===== src/rtl/pc_seq_unit_if.sv =====
// pc_seq_unit_if: control inputs and PC outputs of the program-counter sequencer.
interface pc_seq_unit_if #(parameter int WIDTH = 32);
    logic             stall;
    logic             halt_req;
    logic             branch_taken;
    logic [15:0]      branch_off;
    logic             jump;
    logic [25:0]      jump_target;
    logic             jr;
    logic [WIDTH-1:0] jr_addr;
    logic             exc;
    logic             eret;
    logic [WIDTH-1:0] pc;
    logic [WIDTH-1:0] pc_plus4;
    logic [WIDTH-1:0] epc;
    logic             addr_err;
    logic             halted;
    modport master (
        output stall, halt_req, branch_taken, branch_off, jump, jump_target, jr, jr_addr, exc, eret,
        input  pc, pc_plus4, epc, addr_err, halted
    );
    modport slave (
        input  stall, halt_req, branch_taken, branch_off, jump, jump_target, jr, jr_addr, exc, eret,
        output pc, pc_plus4, epc, addr_err, halted
    );
endinterface


===== src/rtl/pc_seq_unit.sv =====
// pc_seq_unit: program counter sequencer with branch/jump/jr redirects,
// exception entry/return, halt and a one-cycle exception hold state.
module pc_seq_unit #(
    parameter int          WIDTH        = 32,
    parameter logic [31:0] RESET_VECTOR = 32'h00400020,
    parameter logic [31:0] EXC_VECTOR   = 32'h80000180
) (
    input logic         clk,
    input logic         reset,
    pc_seq_unit_if.slave bus
);
    typedef enum logic [1:0] {RUN, HALTED, EXC_HOLD} state_t;
    state_t           state, state_nx;
    logic [WIDTH-1:0] pc_nx, epc_nx, br_off;
    logic             err_nx;
    assign bus.pc_plus4 = bus.pc + WIDTH'(4);
    assign bus.halted   = state == HALTED;
    assign br_off       = {{(WIDTH-18){bus.branch_off[15]}}, bus.branch_off, 2'b00};
    always_comb begin
        pc_nx    = bus.pc;
        epc_nx   = bus.epc;
        err_nx   = bus.addr_err;
        state_nx = state;
        if (state == EXC_HOLD)
            state_nx = RUN;
        else if (bus.exc) begin
            pc_nx    = WIDTH'(EXC_VECTOR);
            epc_nx   = bus.pc;
            state_nx = EXC_HOLD;
        end else if (state == RUN && !bus.stall) begin
            if (bus.halt_req)
                state_nx = HALTED;
            else if (bus.eret)
                pc_nx = bus.epc;
            else if (bus.jr && bus.jr_addr[1:0] != 2'b00) begin
                // misaligned register jump is handled as an exception
                pc_nx    = WIDTH'(EXC_VECTOR);
                epc_nx   = bus.jr_addr;
                err_nx   = 1'b1;
                state_nx = EXC_HOLD;
            end else if (bus.jr)
                pc_nx = bus.jr_addr;
            else if (bus.jump)
                pc_nx = {bus.pc_plus4[WIDTH-1:28], bus.jump_target, 2'b00};
            else
                pc_nx = bus.branch_taken ? bus.pc_plus4 + br_off : bus.pc_plus4;
        end
    end
    always_ff @(posedge clk or posedge reset) begin
        if (reset) begin
            bus.pc       <= WIDTH'(RESET_VECTOR);
            bus.epc      <= '0;
            bus.addr_err <= 1'b0;
            state        <= RUN;
        end else begin
            bus.pc       <= pc_nx;
            bus.epc      <= epc_nx;
            bus.addr_err <= err_nx;
            state        <= state_nx;
        end
    end
endmodule


===== src/flat_wrapper.sv =====
// flat-port wrapper written by rule: the top's interface ports become plain ports
module pc_seq_unit_flat 
#(
    parameter int          WIDTH        = 32,
    parameter logic [31:0] RESET_VECTOR = 32'h00400020,
    parameter logic [31:0] EXC_VECTOR   = 32'h80000180
)
  (clk, reset, bus_stall, bus_halt_req, bus_branch_taken, bus_branch_off, bus_jump, bus_jump_target, bus_jr, bus_jr_addr, bus_exc, bus_eret, bus_pc, bus_pc_plus4, bus_epc, bus_addr_err, bus_halted);
  pc_seq_unit_if #(.WIDTH(WIDTH)) bus_i ();
  input logic clk;
  input logic reset;
  input wire logic [$bits(bus_i.stall)-1:0] bus_stall;
  input wire logic [$bits(bus_i.halt_req)-1:0] bus_halt_req;
  input wire logic [$bits(bus_i.branch_taken)-1:0] bus_branch_taken;
  input wire logic [$bits(bus_i.branch_off)-1:0] bus_branch_off;
  input wire logic [$bits(bus_i.jump)-1:0] bus_jump;
  input wire logic [$bits(bus_i.jump_target)-1:0] bus_jump_target;
  input wire logic [$bits(bus_i.jr)-1:0] bus_jr;
  input wire logic [$bits(bus_i.jr_addr)-1:0] bus_jr_addr;
  input wire logic [$bits(bus_i.exc)-1:0] bus_exc;
  input wire logic [$bits(bus_i.eret)-1:0] bus_eret;
  output wire logic [$bits(bus_i.pc)-1:0] bus_pc;
  output wire logic [$bits(bus_i.pc_plus4)-1:0] bus_pc_plus4;
  output wire logic [$bits(bus_i.epc)-1:0] bus_epc;
  output wire logic [$bits(bus_i.addr_err)-1:0] bus_addr_err;
  output wire logic [$bits(bus_i.halted)-1:0] bus_halted;
  assign bus_i.stall = bus_stall;
  assign bus_i.halt_req = bus_halt_req;
  assign bus_i.branch_taken = bus_branch_taken;
  assign bus_i.branch_off = bus_branch_off;
  assign bus_i.jump = bus_jump;
  assign bus_i.jump_target = bus_jump_target;
  assign bus_i.jr = bus_jr;
  assign bus_i.jr_addr = bus_jr_addr;
  assign bus_i.exc = bus_exc;
  assign bus_i.eret = bus_eret;
  assign bus_pc = bus_i.pc;
  assign bus_pc_plus4 = bus_i.pc_plus4;
  assign bus_epc = bus_i.epc;
  assign bus_addr_err = bus_i.addr_err;
  assign bus_halted = bus_i.halted;
  pc_seq_unit #(.WIDTH(WIDTH), .RESET_VECTOR(RESET_VECTOR), .EXC_VECTOR(EXC_VECTOR)) u_core (.clk(clk), .reset(reset), .bus(bus_i));
endmodule

===== config.mk =====
export PLATFORM = sky130hd
export DESIGN_NAME = pc_seq_unit_flat
export DESIGN_NICKNAME = d
export VERILOG_FILES = /design/src/rtl/pc_seq_unit_if.sv /design/src/rtl/pc_seq_unit.sv /design/src/flat_wrapper.sv
export SDC_FILE = /design/constraint.sdc
export NUM_CORES = 1
export LEC_CHECK = 0
export ABC_CLOCK_PERIOD_IN_PS = 4350
export BUFFER_PORTS_ARGS = -buffer_cell sky130_fd_sc_hd__buf_2
export CAP_MARGIN = 20
export CORE_ASPECT_RATIO = 0.9
export CORE_UTILIZATION = 25
export CTS_BUF_LIST = sky130_fd_sc_hd__clkbuf_4 sky130_fd_sc_hd__clkbuf_8 sky130_fd_sc_hd__clkbuf_16
export CTS_CLUSTER_DIAMETER = 150
export DETAILED_ROUTE_END_ITERATION = 8
export HOLD_SLACK_MARGIN = 0.15
export PLACE_DENSITY = 0.5
export SYNTH_ARGS = -nofsm -noshare
export SYNTH_HDL_FRONTEND = slang
export SYNTH_SLANG_ARGS = --single-unit

===== constraint.sdc =====
create_clock -name clk -period 4.35 [get_ports clk]
set_clock_uncertainty 0.1 [all_clocks]
set_input_delay 0.6525 -clock clk [delete_from_list [all_inputs] [get_ports clk]]
set_output_delay 0.6525 -clock clk [all_outputs]
set_load 0.02 [all_outputs]

-- After elaboration in Yosys (flattened, before gate mapping)
Cells that the tools add are included.
- output and inout bits: 98
- ROM bits: 0
- memories kept: 0
- flip-flop bits (word level): 67
- input bits: 83
- bits in latches: 0
- word-level logic and storage cells: 47
- bits in writable memories: 0
- reductions and logical operators: 13
- div/mod/pow operators: 0
- muxes and demuxes: 19
- magnitude comparators: 0
- $mul: 0
- bitwise operators: 4
- shift operators: 0
- equal/unequal tests: 5
- add/sub/neg operators: 2
- operators with widths (cell ; count):
    32-bit 2-to-1 mux ; 13
    32-bit by 3-bit adder with 32-bit output (second input constant) ; 1
    32-bit adder ; 1
    2-bit 2-to-1 mux ; 6
    3-bit AND reduction ; 2
    6-bit AND reduction ; 1
    2-bit nonzero test ; 3
    5-bit AND reduction ; 1
    4-bit by 3-bit != test with 1-bit output (second input constant) ; 1
    1-bit NOT ; 4
    4-bit nonzero test ; 1
    3-bit nonzero test ; 1
    2-bit by 1-bit equality test with 1-bit output (second input constant) ; 1
    2-bit equality test (second input constant) ; 1
    1-bit logical AND ; 2
    2-bit zero test ; 1
    2-bit by 1-bit != test with 1-bit output (second input constant) ; 1
    2-bit != test (second input constant) ; 1
    1-bit zero test ; 1

-- Logic depth before layout (Yosys ltp)
Gate-level depths: netlist of run 1.
- depth after elaboration: 10
- depth in mapped cells: 18
- gate-level depth less buffers: 17

-- Worst setup path after synthesis of run 1
Ideal clock, no wire load.
- kind: register to register
- start: register u_core.bus.pc[2]
- end: register u_core.bus.pc[27]
- setup slack: 272 ps
- data arrival time: 3859 ps
- cell stages (with the launch flop): 17
- cell sequence: dfrtp_1 ha_1 nand3_1 nor2_1 and2_1 nand4_1 xnor2_1 ha_1 a21oi_1 o21ai_1 or3_4 o21ai_4 and3_1 nor3_1 a2111oi_0 o311ai_1 o21a_1
- longest elaborated chain between the ends: 10
- ends and longest elaborated chain (element ; RTL line ; text):
    from (decl) ; pc_seq_unit_if.sv:24 ; output pc, pc_plus4, epc, addr_err, halted
    from (signal assigned) ; pc_seq_unit.sv:51 ; bus.pc <= WIDTH'(RESET_VECTOR);
    from (signal assigned) ; pc_seq_unit.sv:56 ; bus.pc <= pc_nx;
    32-bit by 3-bit adder with 32-bit output ; pc_seq_unit.sv:16 ; assign bus.pc_plus4 = bus.pc + WIDTH'(4);
    net bus_pc_plus4[22] ; flat_wrapper.sv:23 ; output wire logic [$bits(bus_i.pc_plus4)-1:0] bus_pc_plus4;
    32-bit adder ; pc_seq_unit.sv:46 ; pc_nx = bus.branch_taken ? bus.pc_plus4 + br_off : bus.pc_plus4;
    32-bit 2-to-1 mux ; pc_seq_unit.sv:46 ;
    32-bit 2-to-1 mux ; pc_seq_unit.sv:43 ; else if (bus.jump)
    32-bit 2-to-1 mux ; pc_seq_unit.sv:41 ; end else if (bus.jr)
    32-bit 2-to-1 mux ; pc_seq_unit.sv:35 ; else if (bus.jr && bus.jr_addr[1:0] != 2'b00) begin
    32-bit 2-to-1 mux ; pc_seq_unit.sv:33 ; else if (bus.eret)
    32-bit 2-to-1 mux ; pc_seq_unit.sv:31 ; if (bus.halt_req)
    32-bit 2-to-1 mux ; pc_seq_unit.sv:30 ; end else if (state == RUN && !bus.stall) begin
    32-bit 2-to-1 mux ; pc_seq_unit.sv:26 ; else if (bus.exc) begin
The timed path passes the listed nets, and every way through them passes these cells. The select of a mux whose other input is x is not followed.
A chain may end at the register's enable or synchronous reset.

-- Final worst setup path of run 1
- start: register u_core.bus.pc[2]
- end: register u_core.bus.pc[27]
- longest elaborated chain between the ends: 10
- ends and longest elaborated chain (element ; RTL line):
    32-bit by 3-bit adder with 32-bit output (*) ; pc_seq_unit.sv:16
    32-bit adder ; pc_seq_unit.sv:46
    32-bit 2-to-1 mux (*) ; pc_seq_unit.sv:46
    32-bit 2-to-1 mux (*) ; pc_seq_unit.sv:43
    32-bit 2-to-1 mux (*) ; pc_seq_unit.sv:41
    32-bit 2-to-1 mux (*) ; pc_seq_unit.sv:35
    32-bit 2-to-1 mux (*) ; pc_seq_unit.sv:33
    32-bit 2-to-1 mux (*) ; pc_seq_unit.sv:31
    32-bit 2-to-1 mux (*) ; pc_seq_unit.sv:30
    32-bit 2-to-1 mux (*) ; pc_seq_unit.sv:26
Mark *: on every way between the ends. The rest lies on a longest branch, timed or not. The select of a mux whose other input is x is not followed.

==> results of run 1 <==
[what timing repair did]
| item | in CTS | in global routing |
|---|---|---|
| resized for setup | 0 | 5 |
| hold endpoints to repair | 0 | 0 |
| setup endpoints to repair | 0 | 3 |
| hold buffers | 0 | 0 |
[worst min path at each step]
| stage | slack (ns) | cells past startpoint | endpoint | start |
|---|---|---|---|---|
| 2_1_floorplan | 0.43 | 2 | u_core.state[0] | u_core.state[0] |
| 3_3_place_gp | 0.36 | 1 | u_core.bus.addr_err | u_core.bus.addr_err |
| 3_5_place_dp | 0.37 | 1 | u_core.bus.addr_err | u_core.bus.addr_err |
| 4_1_cts | 0.38 | 1 | u_core.bus.addr_err | u_core.bus.addr_err |
| 5_1_grt | 0.41 | 1 | u_core.bus.addr_err | u_core.bus.addr_err |
| 6_report | 0.37 | 1 | u_core.bus.addr_err | u_core.bus.addr_err |
[metal layers]
| metal | track usage | wire length (um) | vias up |
|---|---|---|---|
| met5 | 0 | 0 | - |
| met4 | 0.0427 | 318 | 0 |
| met3 | 0.0586 | 2110 | 20 |
| met2 | 0.294 | 10200 | 242 |
| met1 | 0.290 | 11800 | 2970 |
| li1 | - | - | 3074 |
[through the flow]
stage	power, W	cell area, sq um
4_1_cts	0.00361	7640
5_1_grt	0.00382	7660
6_report	0.00360	7660
3_3_place_gp	0.00275	7310
3_5_place_dp	0.00275	7310
2_1_floorplan	0.00211	5940
[logic make-up after synthesis]
logic type / after synthesis / synth area share
XOR/XNOR: 50 / 0.0738
buffers and inverters: 67 / 0.0457
adder cells (fa/ha/maj): 37 / 0.0792
AO/OA/AOI/OAI: 242 / 0.269
flip-flops: 67 / 0.283
AND/OR/NAND/NOR: 252 / 0.191
multiplexers: 35 / 0.0590
[Yosys cell counts, types with 3 or more instances]
cell type / n / share of area
o21a_1: 6 / 0.0076
xnor2_1: 36 / 0.053
o21ai_1: 17 / 0.014
ha_1: 36 / 0.076
and2_1: 4 / 0.0042
nor2_1: 63 / 0.040
nand2_1: 111 / 0.070
nor3b_1: 3 / 0.0038
buf_1: 4 / 0.0025
and3_1: 10 / 0.011
clkbuf_1: 36 / 0.023
or3_1: 6 / 0.0063
inv_1: 19 / 0.012
nand4_1: 9 / 0.0095
a211oi_1: 3 / 0.0038
nor3_1: 14 / 0.012
a31o_2: 4 / 0.0059
a221oi_1: 14 / 0.021
o31ai_1: 5 / 0.0063
o21ai_0: 74 / 0.062
nand3_1: 16 / 0.013
o22ai_1: 7 / 0.0074
mux2i_1: 35 / 0.059
dfrtp_1: 65 / 0.27
a31oi_4: 3 / 0.011
o211ai_1: 14 / 0.018
a31oi_1: 4 / 0.0042
nand2b_1: 3 / 0.0032
a21oi_1: 47 / 0.040
nor2b_1: 7 / 0.0074
buf_2: 4 / 0.0034
a21o_1: 9 / 0.011
xor2_1: 14 / 0.021
[layout make-up]
type,instances,area (sq um),area share
Inverter,20,75.1,0.00979
Clock inverter,4,72.6,0.00947
Clock buffer,12,260,0.0340
Antenna cell,2,5.00,0.000653
Tap cell,302,378,0.0493
Multi-Input combinational cell,616,4040,0.527
Timing Repair Buffer,214,1160,0.151
Sequential cell,67,1680,0.219
[placed cells by master (no fill, tap or decap), types with 16 or more instances in the layout]
cell,Yosys,routed
buf_2,4,180
nand2_1,111,111
o21ai_0,74,73
dfrtp_1,65,65
nor2_1,63,63
a21oi_1,47,45
ha_1,36,36
xnor2_1,36,35
mux2i_1,35,35
buf_4,2,34
inv_1,19,18
o21ai_1,17,17
nand3_1,16,16
[worst max-delay path, stage by stage (launching register included)]
cell and delay (ns):
dfrtp_1 0.43, ha_1 0.27, nand3_1 0.10, nor2_1 0.26, buf_4 0.19, nand3_1 0.09, xnor2_1 0.35, ha_1 0.39
a21oi_1 0.19, o21ai_1 0.14, or3_4 0.37, o21ai_4 0.19, and3_1 0.19, nor3_1 0.04, a2111oi_1 0.39, o311ai_1 0.12
o21a_1 0.13
[flip-flops by register name (all words and copies together) (netlist names)]
name,count
u_core.bus.addr_err,1
u_core.bus.pc,32
u_core.bus.epc,32
u_core.state,2
[power by group through the flow]
| stage | registers, W | logic [W] | clock network [W] |
|---|---|---|---|
| final | 0.000951 | 0.00180 | 0.000841 |
| after global routing | 0.000972 | 0.00197 | 0.000881 |
| after CTS | 0.000949 | 0.00180 | 0.000857 |
| after detailed placement | 0.000957 | 0.00179 | 0 |
| after global placement | 0.000956 | 0.00180 | 0 |
| after floorplan | 0.00109 | 0.00102 | 0 |
==> results.cfg, run 1 <==
[run_status]
outcome = completed

[die]
top_level_ports = 181
die_height_um = 148
die_w_um = 164
num_rows = 53
dieArea_sq_um = 24400
core-area_sq_um = 23300
start_util = 0.254

[finish]
drive_gt1_frac = 0.280
syn_to_final_growth_pct = 29.1
nNetsFinal = 1048
instances_no_fill = 1237
final_util = 0.328
num-fill-cells = 2524

[routing]
routed_wl_um = 24500
first_pass_iters = 5
antenna_left = 0
drc = 0
drt_iter0_markers = 443
via_count = 6306
routedWlPerCell_um = 19.8
routed_via_density = 5.10

[power]
p_leak_nw = 3.63
switching_share = 0.446
p_int_w = 0.00199
ir_drop_mv = 0.196
power_frac_clock = 0.234
seqPwrFrac = 0.264
p_sw_w = 0.00160
power_density_nw_per_um2 = 469
combPwrFrac = 0.502

[timing]
rsz0062_at_grt = no
slew_violations = 0
timing.setup.tns_ns = 0
hold_viol_final = 0
layout_min_cycle_time_ns = 4.06
period_share = 0.934
setup-violations-final = 0
timing.final.ws_setup_ns = 0.287
whs_ns = 0.368
slew_headroom = 0.361
worstMarginPinSlew_ns = 0.958
max_freq_mhz = 246

[setup_path]
reg2reg_to = u_core.bus.pc[27]
r2r_setup_slack_ns = 0.29
rr_startpoint = u_core.bus.pc[2]
crit_path_max_fanout = 6
worst-r2r-cell-count = 16
cp.arrival_ns = 4.19
critical_path.endpoint = u_core.bus.pc[27]
cp_data_required_time_ns = 4.48
crit_start = u_core.bus.pc[2]
startpoint_type = register
end_kind = register
criticalPathCategory = reg2reg

[placed_design]
dp_hpwl_um = 19100
dp_cells = 1219
dp_worst_setup_slack_ns = 0.258
gp_congestion = 0.912
port_buffers = 180

[global_routing]
antenna_found_initial = 3
grt_pass1_vias = 6111
track_usage = 0.201
grt_max_degree = 68
grt_pass1_wl_um = 36800
gr-total-overflow = 0

[clocking]
worstSkewPairLatency_ns = 0.34
cts_tree = done
cts_htree_levels = 3
postCtsSetupBuffers = 0
cts_buffer_depth = 2
cts_buffers = 9
path_clk_slew_ns = 0.06
cts_num_sinks = 67
root_buffer = clkbuf_16

[logic_synthesis]
yosysSeqAreaShare = 0.283
synth.avg_cell_area_sq_um = 7.92
synth_cells = 750
ys.flop_type = dfrtp_1
synth_nets = 870
ys_ff_latch = 67
synth_edf_count = 0
synth_async_sr_flop_share = 1.00
ys_warn_count = 0
syn_area_sq_um = 5940
synth_cell_type_count = 68

[job]
cap_violations = 0

[min_path]
hold_path.class = reg2reg
Power figures use the tool's default switching activity.
==> run 2, diff against run 1 <==
--- a/config.mk
+++ b/config.mk
@@ -5,7 +5,7 @@
 export SDC_FILE = /design/constraint.sdc
 export NUM_CORES = 1
 export LEC_CHECK = 0
-export ABC_CLOCK_PERIOD_IN_PS = 4350
+export ABC_CLOCK_PERIOD_IN_PS = 5000
 export BUFFER_PORTS_ARGS = -buffer_cell sky130_fd_sc_hd__buf_2
 export CAP_MARGIN = 20
 export CORE_ASPECT_RATIO = 0.9
==> constraint.sdc (replaced) <==
create_clock -name clk -period 5 [get_ports clk]
set_clock_uncertainty 0.1 [all_clocks]
set_input_delay 0.75 -clock clk [delete_from_list [all_inputs] [get_ports clk]]
set_output_delay 0.75 -clock clk [all_outputs]
set_load 0.02 [all_outputs]
==> results.cfg, run 2 (synthesis gave the netlist of run 1 again) <==
[finish]
nNetsFinal = 1026
mostFrequentLayoutCell = buf_2
reg.largest.list = u_core.bus.epc x32, u_core.bus.pc x32, u_core.state x2
instances_no_fill = 1215
drive_gt1_frac = 0.258
final_cell_mix = buf_2, nand2_1, o21ai_0, dfrtp_1, nor2_1
num-fill-cells = 2558
syn_to_final_growth_pct = 24.9

[power]
power_density_nw_per_um2 = 400
p_leak_nw = 3.48
ir_drop_mv = 0.163
finalPower_w = 0.00296

[clocking]
cts_tree = done
hold_buffers = 0
path_clk_slew_ns = 0.06
cts_htree_levels = 3
cts_resized = 0
worstSkewPairLatency_ns = 0.34
root_buffer = clkbuf_16
cts_buffers = 9
cts_num_sinks = 67
postCtsSetupBuffers = 0
cts_buffer_depth = 2

[routing]
routedWlPerCell_um = 20.3
drc = 0
antenna_left = 0
routed_via_density = 5.17
first_pass_iters = 7
drt_iter0_markers = 484
routed_wl_um = 24700
via_count = 6287

[setup_path]
criticalPathCategory = reg2reg
end_kind = register
crit_start = u_core.bus.pc[3]
startpoint_type = register
cp_data_required_time_ns = 5.13
cp.arrival_ns = 4.63
crit_path_max_fanout = 6
rr_startpoint = u_core.bus.pc[3]

[min_path]
hold_start = u_core.bus.addr_err
hold_path.class = reg2reg

[timing]
timing.setup.tns_ns = 0
max_freq_mhz = 222
rsz0062_at_grt = no
hold_viol_final = 0
period_share = 0.901
slew_headroom = 0.359
setup-violations-final = 0
slew_violations = 0
layout_min_cycle_time_ns = 4.50
worstMarginPinSlew_ns = 0.957

[placed_design]
dp_cells = 1197
gp_congestion = 0.866
dp_hpwl_um = 19100
port_buffers = 180

[global_routing]
grt_max_degree = 53
antenna_found_initial = 3
grt_pass1_vias = 5867
track_usage = 0.202
grt_pass1_wl_um = 36900
gr-total-overflow = 0

[die]
die_height_um = 148
dieArea_sq_um = 24400
top_level_ports = 181
die_w_um = 164
num_rows = 53
start_util = 0.254
core-area_sq_um = 23300

[job]
cap_violations = 0

[run_status]
outcome = completed
-- run 2: changes by cell type in the layout (fill, tap and decap cells not counted), sizes merged --
cell | before | now
clkinv | 2 | 4
clkbuf | 12 | 11
clkinvlp | 1 | 2
bufinv | 2 | 0
buf | 214 | 192
-- run 2: critical path, cell delays in order (launching register included) --
cell and delay, ns:
dfrtp_1 0.45, ha_1 0.27, nand3_1 0.10, nor2_1 0.41
and2_1 0.24, nand4_1 0.12, xnor2_1 0.36, ha_1 0.38
a21oi_1 0.22, o21ai_1 0.12, or3_4 0.42, o21ai_4 0.23
and3_1 0.19, nor3_1 0.04, a2111oi_0 0.46, o311ai_1 0.13
o21a_1 0.16
-- run 2: report_power, final --
group	internal (W)	switching, W	leakage (nW)
Clock	0.000344	0.000257	0.132
Combinational	0.000557	0.000954	2.51
Sequential	0.000669	0.000182	0.840
Total	0.00157	0.00139	3.48
-- run 2: path summary, 6_finish.rpt --
check,slack (ns),depth (start not counted),to
setup / recovery,0.50,16,u_core.bus.pc[27]
hold / removal,0.36,1,u_core.bus.addr_err
setup reg to reg,0.50,16,u_core.bus.pc[27]
hold reg to reg,0.36,1,u_core.bus.addr_err
max in group asynchronous,3.37,3,u_core.bus.epc[15]
min in group asynchronous,0.41,2,u_core.state[0]
-- run 2: through the flow --
stage          worst slack, ns   util  hold slack [ns]  area [sq um]
5_1_grt                 0.0596  0.317            0.394          7410
3_3_place_gp             0.650  0.306            0.362          7140
6_report                 0.495  0.318            0.364          7420
2_1_floorplan            0.922      -            0.426          5940
4_1_cts                  0.561  0.317            0.375          7410
3_5_place_dp             0.588  0.306            0.362          7140
-- run 2: layer usage --
layer,track usage,vias to the layer above,share of wire
met3,0.0432,22,0.077
met2,0.293,232,0.42
met4,0.0477,2,0.014
met1,0.301,3007,0.49
li1,-,3024,-
met5,0,-,0.00032
-- run 2: area by class of cell --
cell class                      count  area, sq um  area share
Antenna cell                        2         5.00    0.000675
Clock buffer                       11          240      0.0324
Clock inverter                      5         30.0     0.00405
Inverter                           20         75.1      0.0101
Multi-Input combinational cell    616         4020       0.542
Sequential cell                    67         1680       0.226
Tap cell                          302          378      0.0510
Timing Repair Buffer              192          991       0.134
